===== config.mk =====
export PLATFORM = sky130hd
export DESIGN_NAME = bus_endpoint_fifo
export DESIGN_NICKNAME = d
export VERILOG_FILES = /design/src/rtl/bus_ep_pkg.sv /design/src/rtl/bus_ep_fifo.sv /design/src/rtl/bus_endpoint_fifo.sv
export SDC_FILE = /design/constraint.sdc
export NUM_CORES = 1
export LEC_CHECK = 0
export BUFFER_PORTS_ARGS = -buffer_cell sky130_fd_sc_hd__buf_4
export CORE_MARGIN = 2
export CORE_UTILIZATION = 52
export CTS_CLUSTER_DIAMETER = 50
export DETAILED_ROUTE_END_ITERATION = 7
export PLACE_DENSITY = 0.69
export REMOVE_ABC_BUFFERS = 1
export SLEW_MARGIN = 20
export SYNTH_ARGS = -nofsm -noshare
export SYNTH_HDL_FRONTEND = slang
export SYNTH_HIERARCHICAL = 1
export SYNTH_SLANG_ARGS = --single-unit

===== constraint.sdc =====
create_clock -name clk -period 7.5 [get_ports clk]
set_input_delay 0.375 -clock clk [delete_from_list [all_inputs] [get_ports clk]]
set_output_delay 0.375 -clock clk [all_outputs]
set_load 0.02 [all_outputs]

===== src/rtl/bus_ep_pkg.sv =====
// Shared constants and helpers for the bus endpoint FIFO slice.
// Optional address filter: define BUS_EP_ADDR_FILTER_EN.
package bus_ep_pkg;

  localparam int BUS_ID_W = 8;
  localparam logic [BUS_ID_W-1:0] BUS_BROADCAST = 8'hFF;
  localparam int CNT_W = 8;
  localparam int PKT_MAX_W = 256;

  // Destination ID sits in the top BUS_ID_W bits of an sz-bit packet.
  function automatic logic [BUS_ID_W-1:0] dest_of(
    input logic [PKT_MAX_W-1:0] pkt,
    input int sz
  );
    return BUS_ID_W'(pkt >> (sz - BUS_ID_W));
  endfunction

  function automatic logic [CNT_W-1:0] sat_inc(
    input logic [CNT_W-1:0] c
  );
    return (c == '1) ? c : c + CNT_W'(1);
  endfunction

endpackage


===== src/rtl/bus_ep_fifo.sv =====
// Synchronous first-word fall-through FIFO with extra-bit pointers.
// Head reads as zero while the FIFO is empty.
module bus_ep_fifo
  import bus_ep_pkg::*;
#(
  parameter int W = 16,
  parameter int DEPTH = 16
) (
  input  logic         clk,
  input  logic         reset,
  input  logic         wr_en,
  input  logic [W-1:0] wr_data,
  input  logic         rd_en,
  output logic         full,
  output logic         empty,
  output logic [W-1:0] head
);

  localparam int AW = $clog2(DEPTH);

  logic [W-1:0] mem [DEPTH];
  logic [AW:0]  wr_ptr;
  logic [AW:0]  rd_ptr;
  logic         wr;
  logic         rd;

  assign empty = (wr_ptr == rd_ptr);
  assign full  = (wr_ptr[AW] != rd_ptr[AW]) &&
                 (wr_ptr[AW-1:0] == rd_ptr[AW-1:0]);

  assign wr = wr_en & ~full;
  assign rd = rd_en & ~empty;

  assign head = empty ? '0 : mem[rd_ptr[AW-1:0]];

  always_ff @(posedge clk or posedge reset) begin
    if (reset) begin
      wr_ptr <= '0;
      rd_ptr <= '0;
    end else begin
      if (wr) wr_ptr <= wr_ptr + 1'b1;
      if (rd) rd_ptr <= rd_ptr + 1'b1;
    end
  end

  always_ff @(posedge clk) begin
    if (wr) mem[wr_ptr[AW-1:0]] <= wr_data;
  end

endmodule


===== src/rtl/bus_endpoint_fifo.sv =====
// Bus-port endpoint: host TX FIFO drained by the bus, filtered RX FIFO.
// Define BUS_EP_ADDR_FILTER_EN to reject packets not for this ID.
module bus_endpoint_fifo
  import bus_ep_pkg::*;
#(
  parameter int pckg_sz = 16,
  parameter int fifo_depth = 16,
  parameter logic [7:0] id = 8'd0,
  parameter logic [7:0] broadcast = BUS_BROADCAST
) (
  input  logic               clk,
  input  logic               reset,
  input  logic               tx_valid,
  output logic               tx_ready,
  input  logic [pckg_sz-1:0] tx_data,
  output logic               pndng,
  input  logic               pop,
  output logic [pckg_sz-1:0] D_pop,
  input  logic               push,
  input  logic [pckg_sz-1:0] D_push,
  output logic               rx_valid,
  input  logic               rx_ready,
  output logic [pckg_sz-1:0] rx_data,
  output logic [7:0]         rx_drop_cnt,
  output logic [7:0]         misroute_cnt,
  output logic               pop_err
);

  logic tx_full;
  logic tx_empty;
  logic rx_full;
  logic rx_empty;
  logic addr_ok;
  logic rx_wr;
  logic rx_drop;
  logic [PKT_MAX_W-1:0] push_ext;
  logic [BUS_ID_W-1:0]  dest;
  logic [CNT_W-1:0]     drop_q;
  logic                 pop_err_q;

  assign tx_ready = ~tx_full;
  assign pndng    = ~tx_empty;
  assign rx_valid = ~rx_empty;

  bus_ep_fifo #(.W(pckg_sz), .DEPTH(fifo_depth)) u_tx (
    .clk     (clk),
    .reset   (reset),
    .wr_en   (tx_valid),
    .wr_data (tx_data),
    .rd_en   (pop),
    .full    (tx_full),
    .empty   (tx_empty),
    .head    (D_pop)
  );

  assign push_ext = PKT_MAX_W'(D_push);
  assign dest     = dest_of(push_ext, pckg_sz);

`ifdef BUS_EP_ADDR_FILTER_EN
  logic [CNT_W-1:0] mis_q;

  assign addr_ok = (dest == id) || (dest == broadcast);

  always_ff @(posedge clk or posedge reset) begin
    if (reset) mis_q <= '0;
    else if (push & ~addr_ok) mis_q <= sat_inc(mis_q);
  end

  assign misroute_cnt = mis_q;
`else
  logic unused_dest;

  assign unused_dest  = ^dest;
  assign addr_ok      = 1'b1;
  assign misroute_cnt = '0;
`endif

  // Fullness is the registered state, so a same-cycle read never rescues a push.
  assign rx_wr   = push & addr_ok & ~rx_full;
  assign rx_drop = push & addr_ok & rx_full;

  bus_ep_fifo #(.W(pckg_sz), .DEPTH(fifo_depth)) u_rx (
    .clk     (clk),
    .reset   (reset),
    .wr_en   (rx_wr),
    .wr_data (D_push),
    .rd_en   (rx_ready),
    .full    (rx_full),
    .empty   (rx_empty),
    .head    (rx_data)
  );

  always_ff @(posedge clk or posedge reset) begin
    if (reset) begin
      drop_q    <= '0;
      pop_err_q <= 1'b0;
    end else begin
      if (rx_drop) drop_q <= sat_inc(drop_q);
      if (pop & tx_empty) pop_err_q <= 1'b1;
    end
  end

  assign rx_drop_cnt = drop_q;
  assign pop_err     = pop_err_q;

endmodule


=== Yosys cells after proc, flatten, opt, wreduce, memory -nomap -nowiden ===
Memory sizes are Yosys's and may differ from the RTL's.
Index checks and enable logic that the tools add are counted.

* Register bits: 29
* Memory bits (writable): 512
* Bits of input ports: 38
* Output and inout port bits: 52
* Word-level logic and storage cells: 41
* Memories: 2

{| class="wikitable"
|+ Memory list
! memory !! words !! width !! rd ports !! clocked after memory_dff !! wr ports !! RTL line !! source
|-
| u_rx.mem || 16 || 16 || 1 || 0 || 1 || bus_ep_fifo.sv:21 || <nowiki>logic [W-1:0] mem [DEPTH];</nowiki>
|-
| u_tx.mem || 16 || 16 || 1 || 0 || 1 || bus_ep_fifo.sv:21 ||
|}

* Add/subtract/negate cells: 5
* Eq/ne operators: 7
* Mux-type cells: 6
* Bitwise operators: 12
* Reductions and logical operators: 3

{| class="wikitable"
|+ Operators with widths
! kind !! count
|-
| two-way mux 16 bit || 2
|-
| adder 5 x 1 -> 5 bit (second input constant) || 4
|-
| == test 5 bit || 2
|-
| adder 8 x 1 -> 8 bit (second input constant) || 1
|-
| == test 4 bit || 2
|-
| == test 8 bit (second input constant) || 1
|-
| AND 1 bit || 7
|-
| NOT 1 bit || 5
|-
| two-way mux 1 bit || 4
|-
| logical AND 1 bit || 2
|-
| inequality test 1 bit || 2
|-
| AND reduction 2 bit || 1
|}

=== Depth between registers and ports, before layout ===
* Depth after elaboration: 7
* Depth in mapped cells: 8
* Gate-level depth less buffers: 6

=== By module ===
The synthesis kept the hierarchy.

{| class="wikitable"
|+ By module, submodules not included
! module !! times used !! cells each !! area each (um2) !! sequential area each (um2)
|-
| bus_ep_fifo || 2 || 465 || 10403.7 || 7937.6
|-
| bus_endpoint_fifo || 1 || 49 || 521.8 || 225.2
|}

=== Worst setup path after synthesis ===
No wires, ideal clock.

* Path kind: register to register
* Start point: register u_rx.rd_ptr[0]
* End point: memory u_rx.mem[3][0] (enable)
* Setup time: 409 ps
* Arrival time: 2491 ps
* Required time: 7091 ps
* Setup slack: 4600 ps
* Stages on the path, launching flop included: 8
* Path buffers: 1
* Period minus slack after synthesis: 2900 ps
* Cells stage by stage: dfrtp_1 > buf_6 > xnor2_1 > nand4_2 > nor2_1 > and2b_1 > o211ai_1 > nor3_1

* Cells in the longest elaborated chain, start to end: 7

{| class="wikitable"
|+ RTL lines
! item !! RTL line !! source
|-
| from (decl) || bus_ep_fifo.sv:23 || <nowiki>logic [AW:0] rd_ptr;</nowiki>
|-
| from (signal assigned) || bus_ep_fifo.sv:42 || <nowiki>if (rd) rd_ptr <= rd_ptr + 1'b1;</nowiki>
|-
| == test 4 bit || bus_ep_fifo.sv:29 || <nowiki>(wr_ptr[AW-1:0] == rd_ptr[AW-1:0]);</nowiki>
|-
| logical AND 1 bit || bus_ep_fifo.sv:28 || <nowiki>assign full = (wr_ptr[AW] != rd_ptr[AW]) &&</nowiki>
|-
| net rx_full || bus_endpoint_fifo.sv:31 || <nowiki>logic rx_full;</nowiki>
|-
| NOT 1 bit || bus_endpoint_fifo.sv:79 || <nowiki>assign rx_wr = push & addr_ok & ~rx_full;</nowiki>
|-
| AND 1 bit || bus_endpoint_fifo.sv:79 ||
|-
| net rx_wr || bus_endpoint_fifo.sv:34 || <nowiki>logic rx_wr;</nowiki>
|-
| AND 1 bit || bus_ep_fifo.sv:31 || <nowiki>assign wr = wr_en & ~full;</nowiki>
|-
| two-way mux 1 bit || bus_ep_fifo.sv:47 || <nowiki>if (wr) mem[wr_ptr[AW-1:0]] <= wr_data;</nowiki>
|-
| two-way mux 1 bit (implied by the code) || bus_ep_fifo.sv:47 ||
|-
| to (decl) || bus_ep_fifo.sv:21 ||
|}

The timed path passes the listed nets, and every way through them passes these cells.

=== Final worst setup path ===
* Start point: register u_rx.rd_ptr[0]
* End point: output rx_data[8]

* Cells in the longest elaborated chain, start to end: 2
* Elaborated cells on any way between the ends: 3
* Classes of those cells: 1 x eq/ne; 1 x mux; 1 x memory

{| class="wikitable"
|+ RTL lines
! item !! RTL line !! source
|-
| memory (16 x 16 bit) or == test 5 bit (tied branches) || n/a ||
|-
| two-way mux 16 bit (*) || bus_ep_fifo.sv:34 || <nowiki>assign head = empty ? '0 : mem[rd_ptr[AW-1:0]];</nowiki>
|-
| to (decl) || bus_endpoint_fifo.sv:23 || <nowiki>output logic [pckg_sz-1:0] rx_data,</nowiki>
|}

Every way passes the cells marked *; elsewhere a longest branch is shown, timed or not.

==> results.yml <==
power:
  power.static_leakage_nw: 8.13
  share_comb_of_total_power: 0.311
  power.switching_mw: 3.07
  irDropWorstVdd_mv: 0.304
  share_seq_of_total_power: 0.401
  fraction_of_power_spent_switching_nets: 0.318
  power.share.clock: 0.287
  internal_power_mw: 6.59
  power_density_mw_per_mm2: 397
synth:
  synthesis.area_mm2: 0.0213
  synth_edf_count: 512
  yosysWarnings: 6
  post_syn_area_per_cell_um2: 21.8
  yosys_register_bits: 541
  yosys.area.top_type: "sky130_fd_sc_hd__edfxtp_1"
  dominantRegCellSynth: "sky130_fd_sc_hd__edfxtp_1"
  synth_area_leaders: "sky130_fd_sc_hd__edfxtp_1 72%, sky130_fd_sc_hd__mux4_2 9.3%, sky130_fd_sc_hd__mux4_1 4.9%"
  yosysSeqAreaShare: 0.755
  number_of_standard_cells_after_synthesis: 979
  yosysUniqueCellTypes: 43
  yosysTopAreaCellShare: 0.721
  postSynth.asyncResetShare: 0.0536
floorplan:
  dieWidth_um: 207
  initial_utilization: 0.525
  std_cell_rows: 74
  die-area_mm2: 0.0427
  core_region_area_mm2: 0.0406
  io_pins: 90
  dieHeight_um: 207
layout:
  fillCellCount: 2817
  area.growth.synth_to_final_pct: 14.0
  final_nets: 1139
  antenna_cells: 0
  final-instance-count-excl-fill: 1670
  finish.instance_area_mm2: 0.0243
  final_core_utilization: 0.598
  fraction_of_layout_cells_with_a_size_suffix_above_1: 0.262
global_routing:
  grt_pass1_vias: 10300
  antenna_found_initial: 0
  grt_pass1_wl_um: 66700
  globalRouteOverflowTotal: 0
  grt_max_degree: 68
  grtUsageTotal: 0.219
worst_setup_path:
  crit_path_max_fanout: 43
  critical_path_launch_point_type: "flip-flop"
  critical_path_class: "flip-flop to output pin"
  rrSetupSlack_ns: 4.22
  crit_arrival_ns: 3.43
  critical_path.reg2reg.endpoint: "u_rx/mem[14][10]"
  worst-endpoint-required_ns: 7.12
  timing.critical_path.to_type: "output pin"
  worstRegToRegCells: 6
  timing.rr.start: "u_rx/rd_ptr[0]"
clocking:
  cts_buffer_depth: 3
  clk_latency_ns: 0.60
  cts_tree: "yes"
  clk_pin_slew_worst_paths_ns: 0.06
  h-tree-depth: 2
  cts_buffers: 57
  post-cts-setup-buffer-count: 0
  cts_resized: 0
  cts.sinks: 541
  cts.root.buffer_cell: "sky130_fd_sc_hd__clkbuf_16"
detailed_routing:
  first_iter_violations: 1211
  avgRoutedWirePerCell_um: 27.2
  detail-route-antenna-nets: 0
  via_per_instance_ratio: 6.16
  routed_wl_um: 45500
  detailroute.via_count: 10300
  drt-pass1-iter-count: 5
  detail_route.drc_violations: 0
sta:
  count_of_final_setup_violators: 0
  setup-tns-final_ns: 0
  grt_setup_unrepaired: "no"
  final.setup_skew_ns: 0.0208
  max_freq_ghz: 0.263
  post-route-period-util: 0.507
  timing.final.hold_violations: 0
  worst_hold_slack_ns: 0.0594
  max_slew_margin: 0.204
  least_margin_pin_slew_ns: 1.19
  total_count_of_max_transition_violations_in_the_final_report: 0
  finalWorstPathRequiredPeriod_ns: 3.80
min_path:
  min_delay_path_depth: 1
  worst_hold_startpoint: "tx_data[15]"
  hold_class: "input pin to flip-flop"
  worst_hold_path.endpoint: "u_tx/mem[10][15]"
placed_design:
  post-place-cells: 1560
  detailed_place_hpwl_um: 25200
  portBuffers: 81
  placed_cell_area_mm2: 0.0224
  gp_congestion: 0.733
job:
  timing.max_cap.violations: 0
status:
  run_status: "finished, final reports clean"
[power groups by stage]
stage | logic, mW | registers [mW] | clock network, mW
after floorplan | 1.78 | 4.06 | 0
after global placement | 2.99 | 3.92 | 0
after detailed placement | 3.01 | 3.94 | 0
after CTS | 3.02 | 3.88 | 2.82
after global routing | 3.20 | 3.92 | 2.94
final | 3.01 | 3.88 | 2.78
[registers in the layout, indices dropped and copies added, names as in the netlist]
register and cells:
u_tx/wr_ptr 5, u_rx/rd_ptr 5, pop_err 1, u_rx/wr_ptr 5, u_rx/mem 256, u_tx/mem 256, rx_drop_cnt 8, u_tx/rd_ptr 5
[cell usage after synthesis, types with 2 or more instances]
master                          count
sky130_fd_sc_hd__a21oi_1           34
sky130_fd_sc_hd__nor2b_1           12
sky130_fd_sc_hd__mux2_2             4
sky130_fd_sc_hd__mux2_1             2
sky130_fd_sc_hd__buf_12             2
sky130_fd_sc_hd__dlygate4sd1_1      2
sky130_fd_sc_hd__and2_1             4
sky130_fd_sc_hd__xor2_1             2
sky130_fd_sc_hd__o21ai_0            2
sky130_fd_sc_hd__mux4_2            88
sky130_fd_sc_hd__o2111ai_1          4
sky130_fd_sc_hd__clkbuf_1           8
sky130_fd_sc_hd__buf_1              6
sky130_fd_sc_hd__dfrtp_1           29
sky130_fd_sc_hd__ha_1              11
sky130_fd_sc_hd__o211ai_1           8
sky130_fd_sc_hd__o21a_1             2
sky130_fd_sc_hd__mux4_1            40
sky130_fd_sc_hd__xnor2_1           30
sky130_fd_sc_hd__and4_1             4
sky130_fd_sc_hd__nor2_1             6
sky130_fd_sc_hd__and3_1            27
sky130_fd_sc_hd__a22oi_1           64
sky130_fd_sc_hd__o21ai_1            2
sky130_fd_sc_hd__nand4_2            3
sky130_fd_sc_hd__nor2_2             2
sky130_fd_sc_hd__buf_6             10
sky130_fd_sc_hd__a31oi_1            2
sky130_fd_sc_hd__inv_1             12
sky130_fd_sc_hd__nand4_1            2
sky130_fd_sc_hd__buf_4             10
sky130_fd_sc_hd__buf_2             22
sky130_fd_sc_hd__nor3_1             2
sky130_fd_sc_hd__edfxtp_1         512
[how the worst max path moves through the flow]
stage,depth (start not counted),to,start,slack (ns)
2_1_floorplan,6,u_rx/mem[3][0],u_rx/rd_ptr[0],2.46
3_3_place_gp,5,rx_data[15],u_rx/rd_ptr[0],4.22
3_5_place_dp,5,rx_data[15],u_rx/rd_ptr[0],4.22
4_1_cts,5,rx_data[15],u_rx/rd_ptr[0],3.56
5_1_grt,5,rx_data[15],u_rx/rd_ptr[0],3.40
6_report,5,rx_data[8],u_rx/rd_ptr[0],3.70
[cell type report]
type                       count  area, µm²  share of cell area
sequential                   541      16100               0.663
clock inverter                34        338              0.0139
multi-input combinational    373       4830               0.199
timing repair buffer         105        801              0.0329
inverter                      12       45.0             0.00185
tap                          532        666              0.0274
clock buffer                  73       1530              0.0628
[kinds of logic after synthesis]
kind of cell / share of synthesized area
AO/OA/AOI/OAI: 0.0385
XOR/XNOR: 0.0131
adder cells (fa/ha/maj): 0.00645
buffers and inverters: 0.0212
flip-flops: 0.755
multiplexers: 0.145
other: 0.000176
AND/OR/NAND/NOR: 0.0203
[critical path, stage by stage, from the launching register on]
cell                      delay [ns]
sky130_fd_sc_hd__dfrtp_4        0.74
sky130_fd_sc_hd__buf_4          0.73
sky130_fd_sc_hd__mux4_2         0.66
sky130_fd_sc_hd__a22oi_1        0.29
sky130_fd_sc_hd__a21oi_1        0.14
sky130_fd_sc_hd__buf_4          0.22
[what timing repair did]
| action | in CTS | in global routing |
|---|---|---|
| endpoints found under the setup margin | 0 | 0 |
| hold buffers | 2 | 0 |
| hold endpoints to repair | 30 | 0 |
[per-layer routing]
metal / vias up / share of wire / global-route usage / wire length [µm]
met5: - / 0 / 0 / 0
met4: 0 / 0.023 / 0.0589 / 1050
met3: 74 / 0.089 / 0.0523 / 4040
met2: 450 / 0.45 / 0.316 / 20500
met1: 5411 / 0.44 / 0.338 / 19900
li1: 4360 / - / - / -
[through the flow]
stage                     setup slack [ns]  power (mW)
after floorplan                       2.46        5.85
after global placement                4.22        6.91
after detailed placement              4.22        6.95
after CTS                             3.56        9.73
after global routing                  3.40        10.1
final                                 3.70        9.67
[cell usage in the layout (no fill, tap or decap), types with 3 or more instances in the layout]
cell | Yosys | layout
sky130_fd_sc_hd__nor2b_2 | 0 | 3
sky130_fd_sc_hd__edfxtp_1 | 512 | 512
sky130_fd_sc_hd__nand4_2 | 3 | 3
sky130_fd_sc_hd__clkbuf_16 | 0 | 58
sky130_fd_sc_hd__xnor2_1 | 30 | 30
sky130_fd_sc_hd__nor2_1 | 6 | 6
sky130_fd_sc_hd__o211ai_1 | 8 | 8
sky130_fd_sc_hd__clkinv_2 | 0 | 9
sky130_fd_sc_hd__o2111ai_1 | 4 | 4
sky130_fd_sc_hd__a22oi_1 | 64 | 64
sky130_fd_sc_hd__inv_6 | 0 | 5
sky130_fd_sc_hd__inv_1 | 12 | 12
sky130_fd_sc_hd__mux4_1 | 40 | 40
sky130_fd_sc_hd__conb_1 | 1 | 8
sky130_fd_sc_hd__clkinv_1 | 0 | 10
sky130_fd_sc_hd__mux4_2 | 88 | 88
sky130_fd_sc_hd__nor2b_1 | 12 | 8
sky130_fd_sc_hd__clkbuf_1 | 8 | 13
sky130_fd_sc_hd__a21oi_1 | 34 | 34
sky130_fd_sc_hd__ha_1 | 11 | 11
sky130_fd_sc_hd__mux2_2 | 4 | 4
sky130_fd_sc_hd__and3_1 | 27 | 25
sky130_fd_sc_hd__buf_4 | 10 | 102
sky130_fd_sc_hd__and4_1 | 4 | 4
sky130_fd_sc_hd__dfrtp_1 | 29 | 25
sky130_fd_sc_hd__bufinv_16 | 0 | 5
sky130_fd_sc_hd__and2_1 | 4 | 4
(Power assumes the default switching activity.)
